$ cat src/rtl/gal_ht_marker.sv
// rtl/gal_ht_marker.sv - head/tail marker with 2-entry skid buffer between user kernel and Galapagos router
module gal_ht_marker #(
  parameter int DATA_W    = 512,
  parameter int DEST_W    = 8,
  parameter int ID_W      = 8,
  parameter int IDX_W     = 5,
  parameter int MAX_BEATS = 0
) (
  input  logic                clk,
  input  logic                reset,
  input  logic                usr_tvalid,
  output logic                usr_tready,
  input  logic [DATA_W-1:0]   usr_tdata,
  input  logic [DATA_W/8-1:0] usr_tkeep,
  input  logic                usr_tlast,
  input  logic [DEST_W-1:0]   usr_tdest,
  input  logic [ID_W-1:0]     usr_tid,
  output logic                gal_tvalid,
  input  logic                gal_tready,
  output logic [DATA_W-1:0]   gal_tdata,
  output logic [DATA_W/8-1:0] gal_tkeep,
  output logic                gal_tlast,
  output logic [DEST_W-1:0]   gal_tdest,
  output logic [ID_W-1:0]     gal_tid,
  output logic [IDX_W+2:0]    gal_tuser,
  output logic [31:0]         pkt_count,
  output logic [15:0]         trunc_count
);

  localparam int KEEP_W = DATA_W / 8;
  localparam int USER_W = IDX_W + 3;
  localparam int ENT_W  = DATA_W + KEEP_W + 1 + DEST_W + ID_W + USER_W;
  localparam int CNT_W  = 17;

  // Beat counter is wide enough for 2^16-beat packets; it saturates rather than wraps
  localparam logic [CNT_W-1:0] CNT_MAX  = '1;
  localparam logic [CNT_W-1:0] TRUNC_AT = (MAX_BEATS == 0) ? '0 : CNT_W'(MAX_BEATS - 1);
  localparam logic [CNT_W-1:0] IDX_SAT  = CNT_W'((1 << IDX_W) - 1);
  localparam logic [IDX_W-1:0] IDX_MAX  = '1;

  typedef enum logic {
    S_PASS,
    S_DROP
  } state_t;

  state_t            state;
  state_t            state_next;
  logic [CNT_W-1:0]  beat_cnt;
  logic              head_next;

  // Skid buffer: out_ent is the presented entry, skid_ent the second slot
  logic [ENT_W-1:0]  out_ent;
  logic [ENT_W-1:0]  skid_ent;
  logic              out_v;
  logic              skid_v;

  logic              acc;
  logic              push;
  logic              pop;
  logic              trunc;
  logic              in_last;
  logic [IDX_W-1:0]  idx;
  logic [USER_W-1:0] in_user;
  logic [ENT_W-1:0]  in_ent;
  logic [1:0]        occ;
  logic [1:0]        occ_next;

  // Beat marking and buffer bookkeeping for the current cycle
  always_comb begin
    acc        = usr_tvalid & usr_tready;
    push       = acc & (state == S_PASS);
    pop        = out_v & gal_tready;
    trunc      = (MAX_BEATS != 0) && (beat_cnt == TRUNC_AT) && !usr_tlast;
    in_last    = usr_tlast | trunc;
    idx        = (beat_cnt >= IDX_SAT) ? IDX_MAX : beat_cnt[IDX_W-1:0];
    in_user    = {idx, trunc, in_last, head_next};
    in_ent     = {usr_tdata, usr_tkeep, in_last, usr_tdest, usr_tid, in_user};
    occ        = 2'(out_v) + 2'(skid_v);
    occ_next   = occ + 2'(push) - 2'(pop);
    state_next = state;
    if (acc) begin
      if (state == S_PASS && trunc) begin
        state_next = S_DROP;
      end else if (state == S_DROP && usr_tlast) begin
        state_next = S_PASS;
      end
    end
  end

  // Two-entry skid buffer; the skid slot refills the output slot whenever it drains
  always_ff @(posedge clk) begin
    if (reset) begin
      out_ent  <= '0;
      skid_ent <= '0;
      out_v    <= 1'b0;
      skid_v   <= 1'b0;
    end else if (!out_v || pop) begin
      if (skid_v) begin
        out_ent <= skid_ent;
        out_v   <= 1'b1;
        if (push) begin
          skid_ent <= in_ent;
        end
        skid_v <= push;
      end else begin
        if (push) begin
          out_ent <= in_ent;
        end
        out_v <= push;
      end
    end else if (push) begin
      skid_ent <= in_ent;
      skid_v   <= 1'b1;
    end
  end

  // PASS/DROP machine, beat counting, registered ready and statistics counters
  always_ff @(posedge clk) begin
    if (reset) begin
      state       <= S_PASS;
      beat_cnt    <= '0;
      head_next   <= 1'b1;
      usr_tready  <= 1'b0;
      pkt_count   <= '0;
      trunc_count <= '0;
    end else begin
      state      <= state_next;
      usr_tready <= (occ_next < 2'd2) || (state_next == S_DROP);
      if (acc) begin
        if (state == S_PASS) begin
          if (trunc || usr_tlast) begin
            beat_cnt  <= '0;
            head_next <= 1'b1;
          end else begin
            if (beat_cnt != CNT_MAX) begin
              beat_cnt <= beat_cnt + 1'b1;
            end
            head_next <= 1'b0;
          end
          if (trunc && trunc_count != 16'hFFFF) begin
            trunc_count <= trunc_count + 1'b1;
          end
        end else if (usr_tlast) begin
          beat_cnt  <= '0;
          head_next <= 1'b1;
        end
      end
      if (pop && gal_tlast) begin
        pkt_count <= pkt_count + 1'b1;
      end
    end
  end

  assign gal_tvalid = out_v;
  assign {gal_tdata, gal_tkeep, gal_tlast, gal_tdest, gal_tid, gal_tuser} = out_ent;

endmodule

$ cat config.mk
export PLATFORM = sky130hd
export DESIGN_NAME = gal_ht_marker
export DESIGN_NICKNAME = d
export VERILOG_FILES = /design/src/rtl/gal_ht_marker.sv
export SDC_FILE = /design/constraint.sdc
export NUM_CORES = 2
export LEC_CHECK = 0
export ABC_AREA = 1
export BUFFER_PORTS_ARGS = -buffer_cell sky130_fd_sc_hd__buf_2
export CAP_MARGIN = 20
export CORE_AREA = 2 2 487 489
export CTS_CLUSTER_DIAMETER = 100
export DETAILED_ROUTE_END_ITERATION = 8
export DIE_AREA = 0 0 489 491
export PLACE_DENSITY_LB_ADDON = 0.05
export SYNTH_ARGS = -nofsm -noshare
export SYNTH_HDL_FRONTEND = slang
export SYNTH_SLANG_ARGS = --single-unit
$ cat constraint.sdc
create_clock -name clk -period 2.7 [get_ports clk]
set_input_delay 0.54 -clock clk [delete_from_list [all_inputs] [get_ports clk]]
set_output_delay 0.54 -clock clk [all_outputs]
set_load 0.02 [all_outputs]
==> flow_metrics.env <==
export IMPL_status="finished clean"
export IMPL_maxSlewHeadroom_pct=36.6
export IMPL_syn_avg_cell_area_um2=7.51
export IMPL_cts_repair_resized=0
export IMPL_clock_root_buffer="clkbuf_16"
export IMPL_crit_buf_inv=3
export IMPL_worstPathMaxFanout=58
export IMPL_wire_per_inst_um=20.6
export IMPL_clk_pin_slew_ps=60
export IMPL_required_ps=3410
export IMPL_yosysSeqAreaShare_pct=52.1
export IMPL_core_mm2=0.235
export IMPL_final_fill_count=25800
export IMPL_overflow=0
export IMPL_fin_nets=8605
export IMPL_placed_area_mm2=0.0578
export IMPL_dr_pass1_iters=6
export IMPL_fin_tns_setup_ps=0
export IMPL_p_total_mw=48.2
export IMPL_cts_made_buffers=164
export IMPL_synth_top_cell_area_share_pct=52.1
export IMPL_fin_hold_ws_ps=88.3
export IMPL_p_leak_nw=28.7
export IMPL_drive_gt1_share_pct=20.0
export IMPL_ios=1248
export IMPL_die_h_um=491
export IMPL_rsz0062_at_grt="false"
export IMPL_start_util_pct=20.5
export IMPL_synth_edf_count=0
export IMPL_cts_tree="built"
export IMPL_synth_ff_type="dfxtp_1"
export IMPL_routed_via_density=4.40
export IMPL_startpoint_type="register"
export IMPL_insertion_delay_ps=810
export IMPL_hpwlAfterDp_um=161000
export IMPL_syn2layout_area_growth_pct=43.7
export IMPL_cp_end_kind="register"
export IMPL_finalMaxSlewViolations=0
export IMPL_ys_ff_latch=1252
export IMPL_grt_max_degree=136
export IMPL_place_gp_congestion=0.821
export IMPL_crit_family="buffers and inverters"
export IMPL_clockBufferDepth=3
export IMPL_ir_drop_mv=0.403
export IMPL_grt_use_total_pct=18.7
export IMPL_cts_sinks=1252
export IMPL_worstPathCellList="inv_16 > a21oi_4 > buf_12 > buf_4 > o21ai_0 > a31oi_1"
export IMPL_cap_violations=0
export IMPL_dieWidth_um=489
export IMPL_yosysMostFrequentCell="nand2_1"
export IMPL_p_per_area_mw_per_mm2=697
export IMPL_min_period_over_period_pct=79.2
export IMPL_setup_viol=0
export IMPL_min_path_type="in -> reg"
export IMPL_worst_slew_pin_transition_ps=950
export IMPL_cp_slowest_stage_delay_ps=600
export IMPL_post_route_cell_area_mm2=0.0691
export IMPL_ant_nets=0
export IMPL_cp_arrival_ps=2850
export IMPL_mappedNetlistArea_mm2=0.0481
export IMPL_netlist_top_cells_count="1323 x nand2_1, 1269 x nor2_1, 1252 x dfxtp_1"
export IMPL_finalWirelength_um=233000
export IMPL_yosys_area_top_type="dfxtp_1"
export IMPL_skew_ps=47.6
export IMPL_cts_setup_buffers=0
export IMPL_grt_pass1_wl_um=338000
export IMPL_dp_slack_ps=373
export IMPL_cts_hold_buffers_added=588
export IMPL_layout_min_cycle_time_ps=2140
export IMPL_place_port_buffers=1230
export IMPL_synth_area_leaders="dfxtp_1 52%, nand2_1 10%, nor2_1 9.9%, o21ai_0 7.9%, a31oi_1 7.7%"
export IMPL_route_vias_total=49800
export IMPL_synth_warnings=0
export IMPL_synth_cells=6408
export IMPL_drt_iter0_drc=2218
export IMPL_grt_antenna_before_repair=81
export IMPL_grt_pass1_vias=47700
export IMPL_rows=178
export IMPL_dieArea_mm2=0.240
export IMPL_worst_path_max_delay_cell="dfxtp_4"
export IMPL_yosysUniqueCellTypes=34
export IMPL_fin_ws_ps=560
export IMPL_synthArstFlopShare_pct=0
export IMPL_hold_violations=0
export IMPL_critical_path_class="reg -> reg"
export IMPL_route_detailed_drc=0
export IMPL_fmax_ghz=0.467
export IMPL_htreeDepth=4
cells by family after synthesis:
family                     count (synthesis)  share of synthesized area (%)
and+or+nand+nor                         2650                           20.9
AOI/OAI and AO/OA                       1871                           21.1
DFF                                     1252                           52.1
buffers and inverters                    625                           5.72
adders and majority gates                  5                          0.130
xor gates and xnor gates                   4                         0.0728
other                                      1                        0.00779
tightest hold or removal path, stage by stage:
cell	delay, ps
buf_2	130
nand2_1	70
a31oi_1	70
area by class of cell:
class	instances	area, µm²	area share, %
diodes	49	123	0.177
clock buffers	272	5060	7.31
clock inverters	21	253	0.366
inverters	71	298	0.431
multi-input cells	4547	20400	29.5
flip-flops and latches	1252	25100	36.3
well taps	3150	3940	5.70
repair buffers	1967	14000	20.3
layer usage:
metal / routed length, µm / up-vias / global-route usage [%]
met4: 6840 / 64 / 5.60
met5: 400 / - / 0
li1: - / 24700 / -
met1: 101000 / 23400 / 23.2
met2: 107000 / 1298 / 30.5
met3: 18100 / 322 / 6.12
cells in the final DEF, fill, tap and decap left out, drive strengths merged, types with 50 or more instances in the layout:
cell,netlist,layout
nand2,1324,1324
inv,71,72
o21ai,1216,1216
nor2,1273,1273
a21oi,50,50
clkbuf,321,272
buf,233,1379
a31oi,595,595
dfxtp,1252,1252
dlygate4sd3,0,588
path summary, 6_finish.rpt:
check                        startpoint                        end  slack (ps)  cells past startpoint
min                       usr_tkeep[52]   out_ent[77]$_SDFFE_PP0P_          90                      3
min reg2reg  skid_ent[200]$_SDFFE_PP0P_  out_ent[200]$_SDFFE_PP0P_         440                      2
max reg2reg         skid_v$_SDFFE_PP0P_  out_ent[534]$_SDFFE_PP0P_         560                      6
max                 skid_v$_SDFFE_PP0P_  out_ent[534]$_SDFFE_PP0P_         560                      6
sequential cells by signal, summed over array words and instances, names as in the netlist:
signal	cells
skid_v	1
skid_ent	599
beat_cnt	17
gal_tvalid	1
state	1
pkt_count	32
head_next	1
usr_tready	1
out_ent	599
per-stage QoR:
step	std cells	util, %
floorplan	6424	-
global placement	10400	24.7
detailed placement	10400	24.7
CTS	11300	29.4
global route	11300	29.5
finish	11300	29.5
where the power goes:
part	internal [mW]	total (mW)	switching, mW	leakage, nW
registers	19.5	20.1	0.595	10.2
clock network	12.8	21.7	8.88	2.59
logic	2.39	6.45	4.06	15.9
total	34.7	48.2	13.5	28.7
Note: power is estimated with default switching activity, not from simulation.
